<file path="src/rtl/bus_arb_pkg.sv">
// Shared types and constants for the CPU datapath bus arbiter.
// Latency: n/a (declarations only).
// Backpressure: n/a.
package bus_arb_pkg;

    // Arbiter FSM encoding
    typedef enum logic [1:0] {
        IDLE  = 2'b00,
        GRANT = 2'b01,
        TURN  = 2'b10
    } arb_state_e;

    // Default configuration
    localparam int DEF_NUM_REQ  = 8;
    localparam int DEF_MAX_HOLD = 4;

    // Bus driver slots on the shared datapath bus
    localparam int REQ_REG_A = 0;
    localparam int REQ_REG_B = 1;
    localparam int REQ_PC    = 2;
    localparam int REQ_MDR   = 3;
    localparam int REQ_ALU   = 4;
    localparam int REQ_IMM   = 5;
    localparam int REQ_SP    = 6;
    localparam int REQ_TMP   = 7;

endpackage

</file>
<file path="src/rtl/bus_arbiter_if.sv">
// Request/grant bundle between the bus drivers and the arbiter.
// Latency: n/a (wires only).
// Backpressure: none; requests are levels, grants are one-hot or zero.
interface bus_arbiter_if
    import bus_arb_pkg::*;
#(
    parameter int NUM_REQ = DEF_NUM_REQ
);
    localparam int IDX_W = $clog2(NUM_REQ);

    logic [NUM_REQ-1:0] req;
    logic [NUM_REQ-1:0] grant;
    logic [IDX_W-1:0]   grant_idx;
    logic               bus_busy;
    logic               preempt;

    // Drivers raise requests and observe the grant
    modport master (
        output req,
        input  grant,
        input  grant_idx,
        input  bus_busy,
        input  preempt
    );

    // Arbiter samples requests and produces the grant
    modport slave (
        input  req,
        output grant,
        output grant_idx,
        output bus_busy,
        output preempt
    );

endinterface

</file>
<file path="src/rtl/rr_priority_picker.sv">
// Round-robin pick: rotate req by ptr, take lowest set bit, rotate index back.
// Latency: combinational.
// Backpressure: none.
module rr_priority_picker
    import bus_arb_pkg::*;
#(
    parameter int NUM_REQ = DEF_NUM_REQ,
    parameter int IDX_W   = $clog2(NUM_REQ)
) (
    input  logic [NUM_REQ-1:0] req,
    input  logic [IDX_W-1:0]   ptr,
    output logic [NUM_REQ-1:0] winner,
    output logic [IDX_W-1:0]   idx,
    output logic               any
);
    localparam logic [IDX_W:0] NUM_L = NUM_REQ[IDX_W:0];

    logic [NUM_REQ-1:0] w_rot;
    logic [IDX_W-1:0]   w_rot_idx;
    logic [IDX_W:0]     w_sum;

    assign any = |req;

    // Rotate so that requester ptr lands at bit 0
    always_comb begin
        w_rot = '0;
        for (int i = 0; i < NUM_REQ; i++) begin
            w_rot[i] = req[IDX_W'((i + int'(ptr)) % NUM_REQ)];
        end
    end

    // Lowest set bit of the rotated vector is the highest-priority requester
    always_comb begin
        w_rot_idx = '0;
        for (int i = NUM_REQ - 1; i >= 0; i--) begin
            if (w_rot[i]) begin
                w_rot_idx = IDX_W'(i);
            end
        end
    end

    // Undo the rotation: add ptr back modulo NUM_REQ
    always_comb begin
        w_sum = {1'b0, w_rot_idx} + {1'b0, ptr};
        if (w_sum >= NUM_L) begin
            w_sum = w_sum - NUM_L;
        end
        idx = w_sum[IDX_W-1:0];
    end

    // One-hot form of the winning index, empty when nobody asks
    always_comb begin
        winner = '0;
        if (any) begin
            winner[idx] = 1'b1;
        end
    end

endmodule

</file>
<file path="src/rtl/bus_arbiter.sv">
// Round-robin bus arbiter, one-cycle turnaround between owners; BUS_ARB_TIMEOUT_EN adds hold-timeout preemption.
// Latency: 1 cycle request-to-grant from IDLE, release visible 1 cycle after req drops; all outputs registered.
// Backpressure: owner keeps the bus while its req is high (until MAX_HOLD cycles if contended and timeout enabled).
module bus_arbiter
    import bus_arb_pkg::*;
#(
    parameter int NUM_REQ  = DEF_NUM_REQ,
    parameter int MAX_HOLD = DEF_MAX_HOLD
) (
    input  logic          clk,
    input  logic          clr,
    bus_arbiter_if.slave  bus
);
    localparam int IDX_W = $clog2(NUM_REQ);

    // Reject configurations the arbiter cannot represent
    if (NUM_REQ < 2 || NUM_REQ > 32) begin : g_bad_num_req
        $error("bus_arbiter: NUM_REQ must be in 2..32");
    end
    if (MAX_HOLD < 1) begin : g_bad_max_hold
        $error("bus_arbiter: MAX_HOLD must be at least 1");
    end

    arb_state_e         r_state;
    arb_state_e         w_state_nxt;
    logic [IDX_W-1:0]   r_ptr;
    logic [NUM_REQ-1:0] r_grant;
    logic [IDX_W-1:0]   r_grant_idx;
    logic               r_busy;

    logic [NUM_REQ-1:0] w_win;
    logic [IDX_W-1:0]   w_win_idx;
    logic               w_any;
    logic               w_owner_req;
    logic               w_timeout;
    logic               w_load;
    logic [NUM_REQ-1:0] w_grant_nxt;
    logic [IDX_W-1:0]   w_idx_nxt;
    logic [IDX_W-1:0]   w_ptr_nxt;
    logic               w_pre_nxt;

    rr_priority_picker #(
        .NUM_REQ (NUM_REQ),
        .IDX_W   (IDX_W)
    ) u_pick (
        .req    (bus.req),
        .ptr    (r_ptr),
        .winner (w_win),
        .idx    (w_win_idx),
        .any    (w_any)
    );

    // r_grant_idx names the owner whenever the FSM sits in GRANT
    assign w_owner_req = bus.req[r_grant_idx];

`ifdef BUS_ARB_TIMEOUT_EN
    localparam int CNT_W = $clog2(MAX_HOLD + 1);
    localparam logic [CNT_W-1:0] HOLD_SAT = CNT_W'(MAX_HOLD - 1);

    logic [CNT_W-1:0] r_hold;
    logic             r_preempt;
    logic             w_others;

    assign w_others  = |(bus.req & ~r_grant);
    assign w_timeout = (r_hold == HOLD_SAT) && w_others;

    // Hold counter: cleared on each new grant, counts owner cycles, saturates
    always_ff @(posedge clk) begin
        if (!clr) begin
            r_hold <= '0;
        end else if (w_load) begin
            r_hold <= '0;
        end else if (r_state == GRANT && r_hold != HOLD_SAT) begin
            r_hold <= r_hold + CNT_W'(1);
        end
    end

    // Preempt flag is a registered pulse coinciding with the TURN cycle
    always_ff @(posedge clk) begin
        if (!clr) begin
            r_preempt <= 1'b0;
        end else begin
            r_preempt <= w_pre_nxt;
        end
    end

    assign bus.preempt = r_preempt;
`else
    assign w_timeout   = 1'b0;
    assign bus.preempt = 1'b0;
`endif

    // FSM state register
    always_ff @(posedge clk) begin
        if (!clr) begin
            r_state <= IDLE;
        end else begin
            r_state <= w_state_nxt;
        end
    end

    // FSM next-state: GRANT always passes through TURN before a new owner
    always_comb begin
        w_state_nxt = r_state;
        case (r_state)
            IDLE:    w_state_nxt = w_any ? GRANT : IDLE;
            GRANT:   w_state_nxt = (!w_owner_req || w_timeout) ? TURN : GRANT;
            TURN:    w_state_nxt = w_any ? GRANT : IDLE;
            default: w_state_nxt = IDLE;
        endcase
    end

    // FSM outputs: next values for the grant, index, pointer and preempt registers
    always_comb begin
        w_grant_nxt = r_grant;
        w_idx_nxt   = r_grant_idx;
        w_ptr_nxt   = r_ptr;
        w_pre_nxt   = 1'b0;
        w_load      = 1'b0;
        case (r_state)
            IDLE, TURN: begin
                w_grant_nxt = '0;
                if (w_any) begin
                    w_grant_nxt = w_win;
                    w_idx_nxt   = w_win_idx;
                    w_load      = 1'b1;
                    w_ptr_nxt   = (w_win_idx == IDX_W'(NUM_REQ - 1)) ? '0
                                                                    : w_win_idx + IDX_W'(1);
                end
            end
            GRANT: begin
                if (!w_owner_req) begin
                    w_grant_nxt = '0;
                end else if (w_timeout) begin
                    w_grant_nxt = '0;
                    w_pre_nxt   = 1'b1;
                end
            end
            default: w_grant_nxt = '0;
        endcase
    end

    // Output and pointer registers; reset drops any grant at once
    always_ff @(posedge clk) begin
        if (!clr) begin
            r_grant     <= '0;
            r_grant_idx <= '0;
            r_busy      <= 1'b0;
            r_ptr       <= '0;
        end else begin
            r_grant     <= w_grant_nxt;
            r_grant_idx <= w_idx_nxt;
            r_busy      <= |w_grant_nxt;
            r_ptr       <= w_ptr_nxt;
        end
    end

    assign bus.grant     = r_grant;
    assign bus.grant_idx = r_grant_idx;
    assign bus.bus_busy  = r_busy;

endmodule

</file>
<file path="src/flat_wrapper.sv">
// flat-port wrapper written by rule: the top's interface ports become plain ports
module bus_arbiter_flat import bus_arb_pkg::*;
#(
    parameter int NUM_REQ  = DEF_NUM_REQ,
    parameter int MAX_HOLD = DEF_MAX_HOLD
)
  (clk, clr, bus_req, bus_grant, bus_grant_idx, bus_bus_busy, bus_preempt);
  bus_arbiter_if #(.NUM_REQ(NUM_REQ)) bus_i ();
  input  logic clk;
  input  logic clr;
  input wire logic [$bits(bus_i.req)-1:0] bus_req;
  output wire logic [$bits(bus_i.grant)-1:0] bus_grant;
  output wire logic [$bits(bus_i.grant_idx)-1:0] bus_grant_idx;
  output wire logic [$bits(bus_i.bus_busy)-1:0] bus_bus_busy;
  output wire logic [$bits(bus_i.preempt)-1:0] bus_preempt;
  assign bus_i.req = bus_req;
  assign bus_grant = bus_i.grant;
  assign bus_grant_idx = bus_i.grant_idx;
  assign bus_bus_busy = bus_i.bus_busy;
  assign bus_preempt = bus_i.preempt;
  bus_arbiter #(.NUM_REQ(NUM_REQ), .MAX_HOLD(MAX_HOLD)) u_core (.clk(clk), .clr(clr), .bus(bus_i));
endmodule
</file>
<file path="config.mk">
export PLATFORM = sky130hd
export DESIGN_NAME = bus_arbiter_flat
export DESIGN_NICKNAME = d
export VERILOG_FILES = /design/src/rtl/bus_arb_pkg.sv /design/src/rtl/bus_arbiter_if.sv /design/src/rtl/rr_priority_picker.sv /design/src/rtl/bus_arbiter.sv /design/src/flat_wrapper.sv
export SDC_FILE = /design/constraint.sdc
export NUM_CORES = 1
export LEC_CHECK = 0
export ABC_AREA = 1
export CAP_MARGIN = 40
export CORE_AREA = 2 2 53 55
export CTS_CLUSTER_SIZE = 24
export DETAILED_ROUTE_END_ITERATION = 8
export DIE_AREA = 0 0 55 57
export PLACE_DENSITY = 0.81
export SLEW_MARGIN = 5
export SYNTH_ARGS = -nofsm -noshare
export SYNTH_HDL_FRONTEND = slang
export SYNTH_SLANG_ARGS = --single-unit
</file>
<file path="constraint.sdc">
create_clock -name clk -period 9.49 [get_ports clk]
set_clock_uncertainty 0.15 [all_clocks]
set_input_delay 1.898 -clock clk [delete_from_list [all_inputs] [get_ports clk]]
set_output_delay 1.898 -clock clk [all_outputs]
set_load 0.01 [all_outputs]
</file>
## Yosys cells after proc, flatten, opt, wreduce, memory -nomap -nowiden

Cells that the tools add are included.

- Register bits after elaboration: 17
- Latch bits: 0
- RAM bits: 0
- ROM bits: 0
- Output and inout port bits: 13
- Word-level logic and storage cells: 80
- Memories: 0

- Add/sub/neg operators: 10
- $mul: 0
- Divide/modulo/power cells: 0
- Magnitude comparators: 12
- Equal/unequal tests: 3
- Shift-type cells: 0
- Multiplexer cells: 44
- Bitwise logic cells: 0
- Reduce and logical (&&, ||, !) cells: 6

Operators by type and width:

| cell | number |
|---|---|
| $lt 3x5->1 const B | 8 |
| $mux 3 | 10 |
| $bmux 1 s3 | 9 |
| $mux 1 | 19 |
| $mux 8 | 2 |
| $pmux 8 s2 | 1 |
| $reduce_or 8->1 | 2 |
| $add 3x3->3 const A | 4 |
| $lt 3x4->1 const B | 2 |
| $add 2x3->3 const A | 2 |
| $add 3x3->4 | 1 |
| $ge 4x4->1 const B | 1 |
| $pmux 2 s2 | 1 |
| $add 1x3->3 const A | 1 |
| $add 3x1->3 const B | 1 |
| $demux 1 s3 | 1 |
| $eq 3x3->1 const B | 1 |
| $ge 3x1->1 const B | 1 |
| $sub 3x1->3 const B | 1 |
| $eq 2x1->1 const B | 1 |
| $eq 2x2->1 const B | 1 |
| $logic_not 2->1 | 1 |
| $mux 2 | 1 |
| $reduce_and 2->1 | 1 |
| other kinds (2) | 2 |

## Longest topological paths before layout

- Depth after elaboration: 22
- Mapped depth: 23
- Gate-level depth less buffers: 22

## By module

A second synthesis with hierarchy kept.

- Cell total of the unflattened synthesis: 241
- Area total of the unflattened synthesis: 1582.8 um^2

By module, submodules not included:

| module | instances | cells each | area an instance (um^2) |
|---|---|---|---|
| bus_arbiter | 1 | 114 | 858.3 |
| rr_priority_picker | 1 | 127 | 724.4 |

## Worst setup path before layout

No wires, ideal clock.

- Path kind: input-to-reg
- From: input port bus_req[4]
- To: register u_core.r_busy, in the netlist u_core.bus.bus_busy
- Arrival: 3.933 ns
- Required time: 9.212 ns
- Slack: 5.279 ns
- Stages: 20
- Path through: nand2_1 > nand3_1 > nand3_1 > nand2_1 > a31oi_1 > o21ai_0 > nand2_1 > a21boi_0 > ha_1 > fa_1 > xnor2_1 > inv_1 > nand2_4 > nand2_4 > nand3_1 > nand2_1 > nor2_1 > nand2_1 > nor2_1 > nor2_1

- Cells in the longest elaborated chain, start to end: 21
- Elaborated cells between the ends (all ways): 48
- Classes of those cells: 2 x add/sub; 3 x order compare; 40 x mux; 3 x reduce/logical

RTL lines:

| what | RTL line | source |
|---|---|---|
| start, declared | flat_wrapper.sv:11 | `input wire logic [$bits(bus_i.req)-1:0] bus_req;` |
| $bmux 1 s3 | rr_priority_picker.sv:28 | `w_rot[i] = req[IDX_W'((i + int'(ptr)) % NUM_REQ)];` |
| $mux 1 (implied by the code) (2 in a row) | rr_priority_picker.sv:28 |  |
| $mux 3 (8 in a row) | rr_priority_picker.sv:36 | `if (w_rot[i]) begin` |
| $add 3x3->4 | rr_priority_picker.sv:44 | `w_sum = {1'b0, w_rot_idx} + {1'b0, ptr};` |
| $ge 4x4->1 / $sub 3x1->3 (equally long branches) | rr_priority_picker.sv:45, rr_priority_picker.sv:46 |  |
| $mux 3 | rr_priority_picker.sv:45 | `if (w_sum >= NUM_L) begin` |
| $lt 3x4->1 (implied by the code) / $ge 3x1->1 (equally long branches) | rr_priority_picker.sv:55 | `winner[idx] = 1'b1;` |
| $logic_and 1x1->1 (implied by the code) | rr_priority_picker.sv:55 |  |
| $mux 1 (implied by the code) | rr_priority_picker.sv:55 |  |
| $demux 1 s3 | rr_priority_picker.sv:55 |  |
| $mux 8 | bus_arbiter.sv:123 | `if (w_any) begin` |
| $pmux 8 s2 (*) | bus_arbiter.sv:120 | `case (r_state)` |
| $reduce_or 8->1 (*) | bus_arbiter.sv:153 | `r_busy <= \|w_grant_nxt;` |
| end signal, assigned | bus_arbiter.sv:153 |  |
| end, declared | bus_arbiter.sv:29 | `logic r_busy;` |

Mark *: on every way between the ends. The rest lies on a longest branch, timed or not. The select of a mux whose other input is x is not followed.
A chain may end at the register's enable or synchronous reset.

## Final worst setup path

- From: input port bus_req[1]
- To: register u_core.r_busy, in the netlist u_core.bus.bus_busy

Same word-level chain as after synthesis.

==> results.py <==
metrics = {
    "grt": {
        "grt_usage": 0.199,
        "grt_max_degree": 16,
        "grt_pass1_wl_um": 4720,
        "overflow": 0,
        "antenna_found_initial": 0,
        "grt_pass1_vias": 1115,
    },
    "worst_setup_path": {
        "cp_top_family": "simple AND/OR/NAND/NOR gates",
        "critPathCaptureType": "flop",
        "crit_type": "input pin to flop",
        "cp.required_ps": 9520,
        "timing.rr.start": "u_core.r_ptr[0]",
        "cp-start-kind": "input pin",
        "path_cells": "clkdlybuf4s50_1 > nand2_1 > nand3_2 > nand3_1 > a31oi_1 > o21ai_0 > nand2_1 > a21boi_0 > ha_1 > fa_1 > xnor2_1 > inv_1 > nand2_4 > nand2_4 > nand3_1 > nand2_1 > nor2_1 > nand2_1 > nor2_1 > nor2_1",
        "crit_path_frequent_cell": "nand2_1",
        "critPathSlowestCell": "clkdlybuf4s50_1",
        "cp_max_fo": 8,
        "crit_buf_inv": 2,
        "cp.arrival_ps": 4730,
        "worstReg2RegEnd": "u_core.bus.bus_busy",
        "rr_worst_depth": 22,
        "r2r_slack_ps": 5750,
        "crit_path_max_incr_delay_ps": 560,
    },
    "timing": {
        "min_period_over_period": 0.495,
        "layout_setup_ws_ps": 4790,
        "setup_viol": 0,
        "period_needed_ps": 4700,
        "max_slew.worst_pin.slew_ps": 589,
        "rsz0062_at_grt": "false",
        "final_hold_viol_count": 0,
        "slew_viol_final": 0,
        "fmax_ghz": 0.213,
        "slew_headroom": 0.606,
        "fin_setup_tns_ps": 0,
    },
    "die": {
        "boundaryPins": 23,
        "die_w_um": 55,
        "fp.dieH_um": 57,
        "dieArea_um2": 3140,
        "fp-row-count": 19,
        "start_util": 0.531,
        "coreArea_um2": 2620,
    },
    "final_layout": {
        "layoutNonFillerInstCount": 265,
        "utilization": 0.618,
        "drive_gt1_frac": 0.128,
        "fin_nets": 250,
        "mostFrequentLayoutCells": "nand2_1, nand3_1, clkdlybuf4s50_1",
        "area_growth_syn_to_layout_pct": 16.3,
        "regArea_um2": 340,
        "diodes": 0,
        "fill_cells": 250,
        "multi_input_area_um2": 931,
        "layout_commonest_cell": "nand2_1",
    },
    "cts": {
        "clockRootBuffer": "clkbuf_4",
        "cts_tree": "built",
        "clockBufferDepth": 2,
        "insertion_delay_ps": 290,
        "post_cts_resized": 0,
        "clock_sinks": 17,
        "clk_pin_slew_ps": 100,
        "numCtsBuffers": 3,
        "ctsHoldBuffers": 0,
        "post-cts-setup-buffer-count": 0,
        "cts.htree.levels": 1,
    },
    "yosys": {
        "syn_area_um2": 1390,
        "syn_avg_cell_area_um2": 6.46,
        "synth_cell_types": 29,
        "ys_seq_area_frac": 0.245,
        "synth_nets": 230,
        "synthCells": 215,
        "ys_ff_latch": 17,
        "yosys_warnings": 0,
    },
    "routing": {
        "viasPerCell": 5.22,
        "num_vias": 1383,
        "drt_wl_total_um": 2920,
        "initialDrtViolationCount": 33,
        "drc": 0,
        "ant_nets": 0,
        "wl_per_cell_um": 11.0,
        "first_pass_iters": 4,
    },
    "worst_hold_path": {
        "hold_class": "flop to flop",
        "min_to": "u_core.bus.grant[2]",
        "hold_depth": 2,
        "min_from": "u_core.bus.grant[2]",
    },
    "placement": {
        "gp_congestion": 0.799,
        "io_buffers": 21,
        "dp.cells": 261,
        "pre_cts_ws_ps": 4470,
        "hpwl_um": 2310,
    },
    "power_and_ir_drop": {
        "power_density_nw_per_um2": 335,
        "p_int_mw": 0.262,
        "p_leak_nw": 0.744,
        "p_comb_frac": 0.710,
        "clock_power_share": 0.071,
        "sw_frac_of_total": 0.516,
        "seqPwrFrac": 0.219,
        "switching_power_mw": 0.279,
        "ir_worst_vdd_v": 0.000248,
    },
    "flow_run": {
        "maxCapViolations": 0,
    },
    "run_status": {
        "status": "complete, no violations",
    },
}
cell usage after synthesis (all sizes together):
library cell	n	area share
fa	1	0.014
clkbuf	2	0.0054
a211oi	1	0.0054
xor2	2	0.013
nor2	19	0.059
a21boi	1	0.0054
ha	4	0.036
xnor2	3	0.019
nor4	2	0.0090
dfxtp	17	0.25
o221ai	2	0.013
inv	17	0.050
o21ai	8	0.029
a31oi	1	0.0045
nand4	4	0.018
nand2	81	0.25
nand3	29	0.13
a21oi	16	0.060
conb	1	0.0027
buf	4	0.030
power by group through the flow:
stage,Combinational [mW],Sequential (mW),Clock [mW]
2_1_floorplan,0.302,0.116,0
3_3_place_gp,0.379,0.120,0
3_5_place_dp,0.381,0.120,0
4_1_cts,0.384,0.119,0.0385
5_1_grt,0.437,0.122,0.0426
6_report,0.384,0.119,0.0383
metrics by stage:
step / area [um2] / hold WS [ps] / power, mW
2_1_floorplan: 1390 / 307 / 0.418
3_3_place_gp: 1590 / 316 / 0.499
3_5_place_dp: 1590 / 331 / 0.501
4_1_cts: 1620 / 343 / 0.541
5_1_grt: 1620 / 363 / 0.602
6_report: 1620 / 344 / 0.541
sequential cells by signal, summed over array words and instances (netlist names):
name,cells
u_core.bus.grant_idx,3
u_core.r_state,2
u_core.bus.grant,8
u_core.bus.bus_busy,1
u_core.r_ptr,3
worst reg2reg max path, delay by kind of cell, from the launching register on:
family                   cells  cell delay [ps]
adder cells (fa/ha/maj)      3              970
AND/OR/NAND/NOR             12              980
AO/OA/AOI/OAI                3              310
buffers and inverters        3              370
flip-flops                   1              650
XOR/XNOR                     1              220
logic make-up after synthesis:
family,after synthesis,synth area share
buffers and inverters,23,0.0847
DFF,17,0.245
adders and majority gates,5,0.0505
other,1,0.00270
and+or+nand+nor,135,0.468
AOI/OAI and AO/OA,29,0.117
xor gates and xnor gates,5,0.0315
cell type report:
| type | count | area share |
|---|---|---|
| Clock buffer | 4 | 0.0163 |
| Inverter | 17 | 0.0426 |
| Multi-Input combinational cell | 175 | 0.576 |
| Sequential cell | 17 | 0.211 |
| Tap cell | 31 | 0.0240 |
| Timing Repair Buffer | 21 | 0.130 |
worst max path at each step:
| stage | cells past startpoint | slack [ps] | from | to |
|---|---|---|---|---|
| 2_1_floorplan | 20 | 5280 | bus_req[4] | u_core.bus.bus_busy |
| 3_5_place_dp | 20 | 4470 | bus_req[1] | u_core.bus.bus_busy |
| 5_1_grt | 21 | 4570 | bus_req[6] | u_core.bus.bus_busy |
| 4_1_cts | 20 | 4790 | bus_req[1] | u_core.bus.bus_busy |
| 6_report | 20 | 4790 | bus_req[1] | u_core.bus.bus_busy |
| 3_3_place_gp | 20 | 4530 | bus_req[3] | u_core.bus.bus_busy |
layer usage:
metal	GRT usage	routed length [um]	part of all wire
met5	0	0	0
met4	0.0732	54	0.018
met3	0.0288	88	0.030
met2	0.299	1320	0.45
met1	0.289	1460	0.50
(Power assumes the default switching activity.)
